[src/rtl/iter_job_dispatcher.sv]
// iter_job_dispatcher: queues host jobs, runs them one at a time on a start/done engine
// and holds each result on a valid/ready output. Optional watchdog macro: IRQ_TIMEOUT_EN.
module iter_job_dispatcher #(
  parameter int unsigned DATA_W      = 8,
  parameter int unsigned DEPTH       = 4
`ifdef IRQ_TIMEOUT_EN
  ,
  parameter int unsigned TIMEOUT_CYC = 64
`endif
) (
  input  logic              clk,
  input  logic              rst_n,
  input  logic              in_valid,
  output logic              in_ready,
  input  logic [DATA_W-1:0] in_data,
  output logic              eng_start,
  output logic [DATA_W-1:0] eng_data,
  input  logic              eng_done,
  input  logic [DATA_W-1:0] eng_result,
  output logic              out_valid,
  input  logic              out_ready,
  output logic [DATA_W-1:0] out_data,
  output logic              out_err,
  output logic              busy,
  output logic              spurious
);

  localparam int unsigned AW = $clog2(DEPTH);
  localparam int unsigned CW = AW + 1;
  localparam logic [CW-1:0] FULL_CNT = CW'(DEPTH);

  typedef enum logic [1:0] {S_IDLE, S_LAUNCH, S_WAIT} state_t;

  state_t            state_q, state_d;
  logic [DATA_W-1:0] mem_q [DEPTH];
  logic [AW-1:0]     wr_ptr_q, rd_ptr_q;
  logic [CW-1:0]     count_q;
  logic [DATA_W-1:0] out_data_q;
  logic              out_valid_q;
  logic              spurious_q;
  logic              push, pop, fifo_empty, tmo_hit, finish;

  assign in_ready   = count_q < FULL_CNT;
  assign fifo_empty = (count_q == '0);
  assign push       = in_valid && in_ready;
  // The head leaves the FIFO only when its job finishes, so eng_data is stable for the run.
  assign pop        = finish;
  assign eng_data   = mem_q[rd_ptr_q];
  assign busy       = (state_q != S_IDLE) || !fifo_empty;
  assign out_valid  = out_valid_q;
  assign out_data   = out_data_q;
  assign spurious   = spurious_q;

  always_ff @(posedge clk or negedge rst_n) begin
    if (!rst_n) begin
      for (int unsigned i = 0; i < DEPTH; i++) mem_q[i] <= '0;
      wr_ptr_q <= '0;
      rd_ptr_q <= '0;
      count_q  <= '0;
    end else begin
      if (push) begin
        mem_q[wr_ptr_q] <= in_data;
        wr_ptr_q        <= wr_ptr_q + 1'b1;
      end
      if (pop) rd_ptr_q <= rd_ptr_q + 1'b1;
      case ({push, pop})
        2'b10:   count_q <= count_q + 1'b1;
        2'b01:   count_q <= count_q - 1'b1;
        default: ;
      endcase
    end
  end

  always_ff @(posedge clk or negedge rst_n) begin
    if (!rst_n) state_q <= S_IDLE;
    else        state_q <= state_d;
  end

  always_comb begin
    state_d = state_q;
    case (state_q)
      S_IDLE:   if (!fifo_empty && !out_valid_q) state_d = S_LAUNCH;
      S_LAUNCH: state_d = S_WAIT;
      S_WAIT:   if (finish) state_d = S_IDLE;
      default:  state_d = S_IDLE;
    endcase
  end

  always_comb begin
    eng_start = 1'b0;
    finish    = 1'b0;
    case (state_q)
      S_LAUNCH: eng_start = 1'b1;
      S_WAIT:   finish    = eng_done || tmo_hit;
      default:  ;
    endcase
  end

  always_ff @(posedge clk or negedge rst_n) begin
    if (!rst_n) begin
      out_valid_q <= 1'b0;
      out_data_q  <= '0;
      spurious_q  <= 1'b0;
    end else begin
      if (finish) begin
        out_valid_q <= 1'b1;
        out_data_q  <= tmo_hit ? '1 : eng_result;
      end else if (out_valid_q && out_ready) begin
        out_valid_q <= 1'b0;
      end
      if (eng_done && (state_q != S_WAIT)) spurious_q <= 1'b1;
    end
  end

`ifdef IRQ_TIMEOUT_EN
  localparam int unsigned TW = $clog2(TIMEOUT_CYC) + 1;
  localparam logic [TW-1:0] TMO_LAST = TW'(TIMEOUT_CYC - 1);

  logic [TW-1:0] tmo_q;
  logic          out_err_q;

  // A done arriving in the expiry cycle takes priority over the timeout.
  assign tmo_hit = (state_q == S_WAIT) && !eng_done && (tmo_q == TMO_LAST);
  assign out_err = out_err_q;

  always_ff @(posedge clk or negedge rst_n) begin
    if (!rst_n) begin
      tmo_q     <= '0;
      out_err_q <= 1'b0;
    end else begin
      if (state_q == S_LAUNCH)                 tmo_q <= '0;
      else if (state_q == S_WAIT && !eng_done) tmo_q <= tmo_q + 1'b1;
      if (finish) out_err_q <= tmo_hit;
    end
  end
`else
  assign tmo_hit = 1'b0;
  assign out_err = 1'b0;
`endif

endmodule

[config.mk]
export PLATFORM = sky130hd
export DESIGN_NAME = iter_job_dispatcher
export DESIGN_NICKNAME = d
export VERILOG_FILES = /design/src/rtl/iter_job_dispatcher.sv
export SDC_FILE = /design/constraint.sdc
export NUM_CORES = 1
export LEC_CHECK = 0
export CAP_MARGIN = 10
export CORE_MARGIN = 5
export CORE_UTILIZATION = 40
export CTS_CLUSTER_SIZE = 40
export DETAILED_ROUTE_END_ITERATION = 16
export GPL_TIMING_DRIVEN = 0
export MAX_ROUTING_LAYER = met4
export PLACE_DENSITY = 0.62
export SLEW_MARGIN = 15
export SYNTH_ARGS = -nofsm -noshare
export SYNTH_HDL_FRONTEND = slang
export SYNTH_SLANG_ARGS = --single-unit
[constraint.sdc]
create_clock -name clk -period 2.95 [get_ports clk]
set_clock_uncertainty 0.05 [all_clocks]
set_input_delay 0.59 -clock clk [delete_from_list [all_inputs] [get_ports clk]]
set_output_delay 0.59 -clock clk [all_outputs]
set_load 0.05 [all_outputs]
Word level (Yosys, flattened, before mapping)
Index checks and enable logic that the tools add are counted.
{"block": "totals", "output_inout_bits": 22, "wordCells": 56, "register_bits": 51}
{"block": "op_classes", "order_cmp": 4, "mux": 14, "eq_ne": 7, "add_sub_neg": 4, "reduce_logical": 14, "n_bitwise": 2}
{"op": "$bwmux 32", "count": 1}
{"op": "$mux 8", "count": 3}
{"op": "$bmux 8 s2", "count": 1}
{"op": "$demux 8 s2", "count": 1}
{"op": "$ge 3x3->1 const B", "count": 2}
{"op": "$ne 2x2->1 const B", "count": 3}
{"op": "$not 2->3", "count": 2}
{"op": "$pmux 2 s3", "count": 1}
{"op": "$pmux 3 s2", "count": 1}
{"op": "$reduce_bool 2->1", "count": 3}
{"op": "$logic_and 1x1->1", "count": 5}
{"op": "$add 2x1->2 const B", "count": 2}
{"op": "$eq 2x1->1 const B", "count": 2}
{"op": "$eq 2x2->1 const B", "count": 2}
{"op": "$mux 1", "count": 4}
{"op": "$mux 2", "count": 2}
{"op": "$add 3x1->3 const B", "count": 1}
{"op": "$logic_not 3->1", "count": 1}
{"op": "$lt 3x1->1 const B", "count": 1}
{"op": "$lt 3x3->1 const B", "count": 1}
{"op": "$sub 3x1->3 const B", "count": 1}
{"op": "$logic_not 1->1", "count": 2}
{"op": "$logic_not 2->1", "count": 1}
{"op": "$reduce_and 2->1", "count": 1}
{"op": "$logic_or 1x1->1", "count": 1}

Logic depth before layout (Yosys ltp)
Gate-level depths: netlist of run 1.
{"block": "depth", "depth_word": 6, "ltp_mapped": 9}

Worst setup path after synthesis of run 1
OpenSTA, ideal clock, no wires.
{"block": "synth_path", "path_type": "input to register", "start": "in in_valid", "end": "reg count_q[2]", "path_stages": 9, "n_path_buf": 1, "setup_ps": 139, "arrival_time_ps": 1835, "path_slack_ps": 926, "cell_sequence": "nor2b_2 buf_12 inv_1 ha_1 inv_1 fa_1 xor2_1 nor2_1 xnor2_1"}
{"block": "synth_via", "elab_chain_cells": 3}
{"item": "start, declared", "line": "13", "source": "input logic in_valid,"}
{"item": "$logic_and 1x1->1 *", "line": "45", "source": "assign push = in_valid && in_ready;"}
{"item": "$eq 2x1->1 / $eq 2x2->1 (equally long branches)", "line": "66", "source": "case ({push, pop})"}
{"item": "$pmux 3 s2 / $reduce_bool 2->1 (equally long branches)"}
{"item": "end signal, assigned", "line": "67", "source": "2'b10: count_q <= count_q + 1'b1;"}
{"item": "end signal, assigned", "line": "68", "source": "2'b01: count_q <= count_q - 1'b1;"}
{"item": "end, declared", "line": "37", "source": "logic [CW-1:0] count_q;"}
Every way passes the cells marked *; elsewhere a longest branch is shown, timed or not.
A chain may end at the register's enable or synchronous reset.

Worst setup path after layout of run 1
{"block": "layout_path", "start": "reg rd_ptr_q[0]", "end": "out eng_data[1]"}
{"block": "layout_via", "elab_chain_cells": 4}
{"item": "start, declared", "line": "36", "source": "logic [AW-1:0] wr_ptr_q, rd_ptr_q;"}
{"item": "start signal, assigned", "line": "65", "source": "if (pop) rd_ptr_q <= rd_ptr_q + 1'b1;"}
{"item": "$not 2->3 (not written as such)", "line": "48", "source": "assign eng_data = mem_q[rd_ptr_q];"}
{"item": "$bmux 8 s2", "line": "48"}
{"item": "$mux 8 (not written as such) (2 in series)", "line": "48"}
{"item": "end, declared", "line": "17", "source": "output logic [DATA_W-1:0] eng_data,"}
Every way passes these cells. The select of a mux whose other input is x is not followed.

==> impl_metrics.env, run 1 <==
export IMPL_outcome="finished, final reports clean"
export IMPL_synth_cells=162
export IMPL_slew_viol_final=0
export IMPL_synth_distinct_cells=27
export IMPL_fin_nets=238
export IMPL_syn_nets=189
export IMPL_cp_start_kind="flop"
export IMPL_critPathRequiredTime_ps=2310
export IMPL_cts_tree="yes"
export IMPL_final_core_util_pct=51.8
export IMPL_cts_buffers=5
export IMPL_syn_mean_instance_area_sq_um=14.9
export IMPL_drt_first_iter_violations=27
export IMPL_area_growth_pct=26.4
export IMPL_grt_max_degree=35
export IMPL_synthFlopType="dfrtp_1"
export IMPL_start_util_pct=41.0
export IMPL_io_pins=43
export IMPL_fin_ws_ps=119
export IMPL_synth_most_common_cell="dfrtp_1"
export IMPL_synthArstFlopShare_pct=100
export IMPL_viasPerCell=4.83
export IMPL_stdcell_count=286
export IMPL_cpLargestDelayFamily="buffers and inverters"
export IMPL_holdCritPathClass="primary input to async pin"
export IMPL_netlist_area_sq_um=2410
export IMPL_p_leak_nw=1.48
export IMPL_cts_clk_slew_worst_paths_ps=90
export IMPL_crit_buf_inv=2
export IMPL_grt_pass1_vias=1608
export IMPL_netlist_top_cells_count="dfrtp_1 (51), mux2_4 (32), nand2_1 (27)"
export IMPL_crit_start="rd_ptr_q[0]"
export IMPL_rsz0062_at_grt="false"
export IMPL_firstDrtPassIters=4
export IMPL_routed_wl_um=4660
export IMPL_post_place_ws_ps=347
export IMPL_ff2ff_setup_slack_ps=960
export IMPL_power_density_nw_per_um2=1280
export IMPL_root_buffer="clkbuf_8"
export IMPL_die_w_um=87.7
export IMPL_slowest_delay_ps=710
export IMPL_final_antenna_net_count=0
export IMPL_wl_per_cell_um=16.3
export IMPL_dp_cells=279
export IMPL_numPortBuffers=41
export IMPL_yosysSeqAreaShare_pct=52.8
export IMPL_hold_violations=0
export IMPL_min_period_ps=2830
export IMPL_rows=28
export IMPL_synth_top_cell_by_area="dfrtp_1"
export IMPL_vias=1382
export IMPL_gr_usage_all_layers_pct=13.5
export IMPL_fmax_mhz=353
export IMPL_ctsHtreeMaxLevel=2
export IMPL_ys_ff_latch=51
export IMPL_tightest_slew_ps=587
export IMPL_relSlewSlack_pct=60.9
export IMPL_cts_hold_buf=0
export IMPL_routabilityCongestion=0.757
export IMPL_setup_viol=0
export IMPL_synth_edf_count=0
export IMPL_drc=0
export IMPL_peakVddDrop_v=0.000615
export IMPL_synth_area_leaders="dfrtp_1 (53%), mux2_4 (20%), mux4_2 (7.5%)"
export IMPL_antenna_found_initial=0
export IMPL_die_height_um=87.7
export IMPL_total_power_mw=3.90
export IMPL_worstReg2RegStart="state_q[0]"
export IMPL_critical_path_class="flop to primary output"
export IMPL_crit_arrival_ps=2190
export IMPL_diodes=0
export IMPL_path_max_fanout=10
export IMPL_die_area_sq_um=7690
export IMPL_place_hpwl_um=3360
export IMPL_cts_sinks=51
export IMPL_synth_top_cell_area_share_pct=52.8
export IMPL_core_sq_um=5890
export IMPL_crit_slowest_cell="clkdlybuf4s50_1"
export IMPL_period_share_pct=96.0
export IMPL_cts_buffer_depth=2
export IMPL_path_cells="buf_2, mux4_2, clkdlybuf4s50_1"
export IMPL_maxCapViolCount=0
export IMPL_clkLatencyLatePin_ps=290
export IMPL_end_kind="primary output"
export IMPL_grt_pass1_wl_um=7730
export IMPL_overflow=0
export IMPL_yosys_warnings=0
export IMPL_drive_gt1_share_pct=27.0
final timing paths:
| check | endpoint | cells after the start |
|---|---|---|
| worst max-delay path | eng_data[1] | 3 |
| worst min-delay path | mem_q[16] | 1 |
| worst max register to register | count_q[2] | 8 |
| worst min register to register | spurious | 1 |
| max in group asynchronous | mem_q[30] | 2 |
| min in group clk | spurious | 1 |
metrics by stage:
step	instance area [sq um]	TNS, ps	hold slack [ps]
2_1_floorplan	2410	0	244
3_3_place_gp	2920	-4720	395
3_5_place_dp	2930	0	414
4_1_cts	3040	0	178
5_1_grt	3050	0	198
6_report	3050	0	177
state kept, by name, summed over array words and instances (netlist names):
name	cells
count_q	3
mem_q	32
out_data	8
out_valid	1
rd_ptr_q	2
spurious	1
state_q	2
wr_ptr_q	2
cell usage in the layout, fill, tap and decap left out, types with 2 or more instances in the layout:
| cell type | instances |
|---|---|
| dfrtp_1 | 51 |
| clkbuf_1 | 2 |
| mux2_4 | 32 |
| nor2_1 | 2 |
| o21ai_0 | 2 |
| buf_2 | 3 |
| mux4_2 | 8 |
| nand2_8 | 4 |
| clkdlybuf4s50_1 | 34 |
| ha_1 | 5 |
| clkbuf_8 | 5 |
| xnor2_1 | 5 |
| dlymetal6s2s_1 | 6 |
| inv_1 | 8 |
| nand2_1 | 27 |
| buf_12 | 2 |
power by group:
group / internal, mW / switching (mW)
logic: 1.00 / 1.18
registers: 1.04 / 0.201
clock network: 0.249 / 0.219
kinds of logic (layout without fill, tap and decap cells):
kind of cell / Yosys count / after routing / share of synthesized area [%]
DFF: 51 / 51 / 52.8
xor gates and xnor gates: 6 / 6 / 2.18
muxes: 41 / 41 / 27.8
AOI/OAI and AO/OA: 4 / 4 / 1.04
and+or+nand+nor: 39 / 39 / 9.48
buffers and inverters: 14 / 63 / 3.11
other: 1 / 1 / 0.155
adders and majority gates: 6 / 6 / 3.42
worst reg2reg max path: cells and delay by family (launching register included):
kind,cells,cell delay [ps]
buffers and inverters,2,270
adders and majority gates,2,600
DFF,1,420
xor gates and xnor gates,2,280
and+or+nand+nor,2,310
per-layer routing:
layer / global-route usage, % / share of wire [%] / up-vias
met5: - / 0 / -
met1: 17.3 / 47 / 697
met4: 2.79 / 0.43 / 0
li1: - / - / 639
met3: 2.92 / 4.5 / 5
met2: 22.1 / 48 / 41
final cells by class:
cell class / instances / area [sq um]
Multi-Input combinational cell: 97 / 1060
Buffer: 5 / 41.3
Sequential cell: 51 / 1280
Clock buffer: 6 / 72.6
Fill cell: 511 / 2830
Clock inverter: 1 / 30.0
Tap cell: 75 / 93.8
Inverter: 9 / 33.8
Timing Repair Buffer: 42 / 440
timing repair:
item | 4_1_cts | 5_1_grt
setup endpoints to repair | 0 | 6
gates resized for setup | 0 | 6
buffers inserted | 0 | 0
(Power assumes the default switching activity.)
==> run 2: changes to the inputs <==
- CORE_ASPECT_RATIO: unset -> 1.2
- CTS_BUF_LIST: unset -> sky130_fd_sc_hd__clkbuf_4 sky130_fd_sc_hd__clkbuf_8
==> run 2 against run 1 <==
Compared with the run above: wire length fell by 9.8%; sequential power barely moved; highest routed layer unchanged; cell count rose by 2.8%; power fell by 0.67%; count of clock-buffer cells in the layout fell by 1; die area barely moved; global-route usage fell by 0.96 points; critical endpoint is now eng_data[6]; via count fell by 4.6%; non-clock buffer count did not move; first-iteration DRC count rose by 26%; design area rose by 0.78%.
==> impl_metrics.env, run 2 (synthesis results as in run 1) <==
export IMPL_slowest_delay_ps=480
export IMPL_cts_sinks=51
export IMPL_critPathRequiredTime_ps=2310
export IMPL_nFillCells=537
export IMPL_total_power_mw=3.87
export IMPL_final_common_cell="dfrtp_1"
export IMPL_fin_tns_setup_ps=0
export IMPL_area_sequential_sq_um=1280
export IMPL_area_growth_pct=27.4
export IMPL_grt_max_degree=29
export IMPL_crit_buf_inv=2
export IMPL_fin_nets=238
export IMPL_antenna_found_initial=0
export IMPL_final_antenna_net_count=0
export IMPL_path_cells="clkbuf_1, mux4_2, dlymetal6s2s_1"
export IMPL_cts_setup_buffers=0
export IMPL_path_max_fanout=9
export IMPL_vias=1318
export IMPL_grt_pass1_wl_um=7180
export IMPL_drt_first_iter_violations=34
export IMPL_peakVddDrop_v=0.000557
export IMPL_relSlewSlack_pct=58.6
export IMPL_slew_viol_final=0
export IMPL_cp_start_kind="flop"
export IMPL_start_util_pct=40.4
export IMPL_tightest_slew_ps=621
export IMPL_die_w_um=80.9
export IMPL_setup_viol=0
export IMPL_critical_path_class="flop to primary output"
export IMPL_min_period_ps=2490
export IMPL_largest_reg_flops=32
export IMPL_multi_input_area_sq_um=1060
export IMPL_grt_pass1_vias=1449
export IMPL_numPortBuffers=41
export IMPL_cpLargestDelayFamily="buffers and inverters"
export IMPL_p_leak_nw=1.51
export IMPL_post_place_ws_ps=344
export IMPL_place_hpwl_um=2880
export IMPL_holdCritPathClass="primary input to async pin"
export IMPL_routed_wl_um=4200
export IMPL_crit_slowest_cell="clkbuf_1"
export IMPL_final_cell_mix="dfrtp_1 (51), mux2_4 (32), clkdlybuf4s50_1 (32)"
export IMPL_firstDrtPassIters=4
export IMPL_end_kind="primary output"
export IMPL_gr_usage_all_layers_pct=12.5
export IMPL_drc=0
export IMPL_io_pins=43
export IMPL_fin_area_sq_um=3080
export IMPL_period_share_pct=84.3
export IMPL_cts_tree="yes"
export IMPL_fin_ws_ps=463
export IMPL_hold_violations=0
export IMPL_clkLatencyLatePin_ps=300
export IMPL_maxCapViolCount=0
export IMPL_cts_hold_buf=0
export IMPL_die_area_sq_um=7700
export IMPL_cts_buffer_depth=2
export IMPL_final_core_util_pct=51.5
export IMPL_overflow=0
export IMPL_rows=31
export IMPL_routabilityCongestion=0.694
export IMPL_largest_register="mem_q"
export IMPL_viasPerCell=4.48
export IMPL_placed_area_sq_um=2940
export IMPL_die_height_um=95.1
export IMPL_root_buffer="clkbuf_8"
export IMPL_fmax_mhz=402
export IMPL_rsz0062_at_grt="false"
export IMPL_crit_arrival_ps=1850
export IMPL_cts_buffers=5
export IMPL_wl_per_cell_um=14.3
export IMPL_outcome="finished, final reports clean"
export IMPL_diodes=0
export IMPL_core_sq_um=5970
export IMPL_drive_gt1_share_pct=27.8
export IMPL_cts_clk_slew_worst_paths_ps=90
export IMPL_power_density_nw_per_um2=1260
export IMPL_ctsHtreeMaxLevel=2
==> run 2: layer usage <==
metal	track usage (%)	vias up	wire, um
met1	16.6	632	2050
met3	4.82	5	311
met4	2.54	0	32
li1	-	640	-
met5	-	-	0
met2	18.4	41	1810
==> run 2: cell type report <==
type | instances | share of cell area [%]
buffer | 5 | 1.34
clock buffer | 5 | 2.24
clock inverter | 3 | 1.42
inverter | 9 | 1.10
multi-input combinational | 97 | 34.6
sequential | 51 | 41.5
tap | 82 | 3.34
timing repair buffer | 42 | 14.5
==> run 2: timing repair <==
item / 4_1_cts / 5_1_grt
hold endpoints to repair: 0 / 0
gates resized for setup: 0 / 8
endpoints found under the setup margin: 0 / 8
==> run 2: path summary, 6_finish.rpt <==
check,end,cells after the start,from,slack [ps]
max,eng_data[6],3,rd_ptr_q[1],460
min,mem_q[29],1,rst_n,210
max reg2reg,count_q[2],8,state_q[0],990
min reg2reg,spurious,1,spurious,420
max in group asynchronous,mem_q[7],2,rst_n,2100
min in group clk,spurious,1,spurious,420
==> run 2: worst reg2reg max path: cells and delay by family, from the launching register on <==
family                   cells  cell delay (ps)
XOR/XNOR                     2              280
buffers and inverters        2              250
flip-flops                   1              420
adder cells (fa/ha/maj)      2              590
AND/OR/NAND/NOR              2              310
==> run 2: per-stage QoR <==
step	hold slack, ps	cells
after floorplan	244	162
after global placement	394	285
after detailed placement	398	286
after CTS	221	294
after global routing	237	294
final	210	294
==> run 2: where the power goes <==
part           internal [mW]  switching [mW]  total (mW)
sequential              1.04           0.188        1.23
clock                  0.253           0.233       0.486
combinational          0.997            1.16        2.16
total                   2.29            1.58        3.87
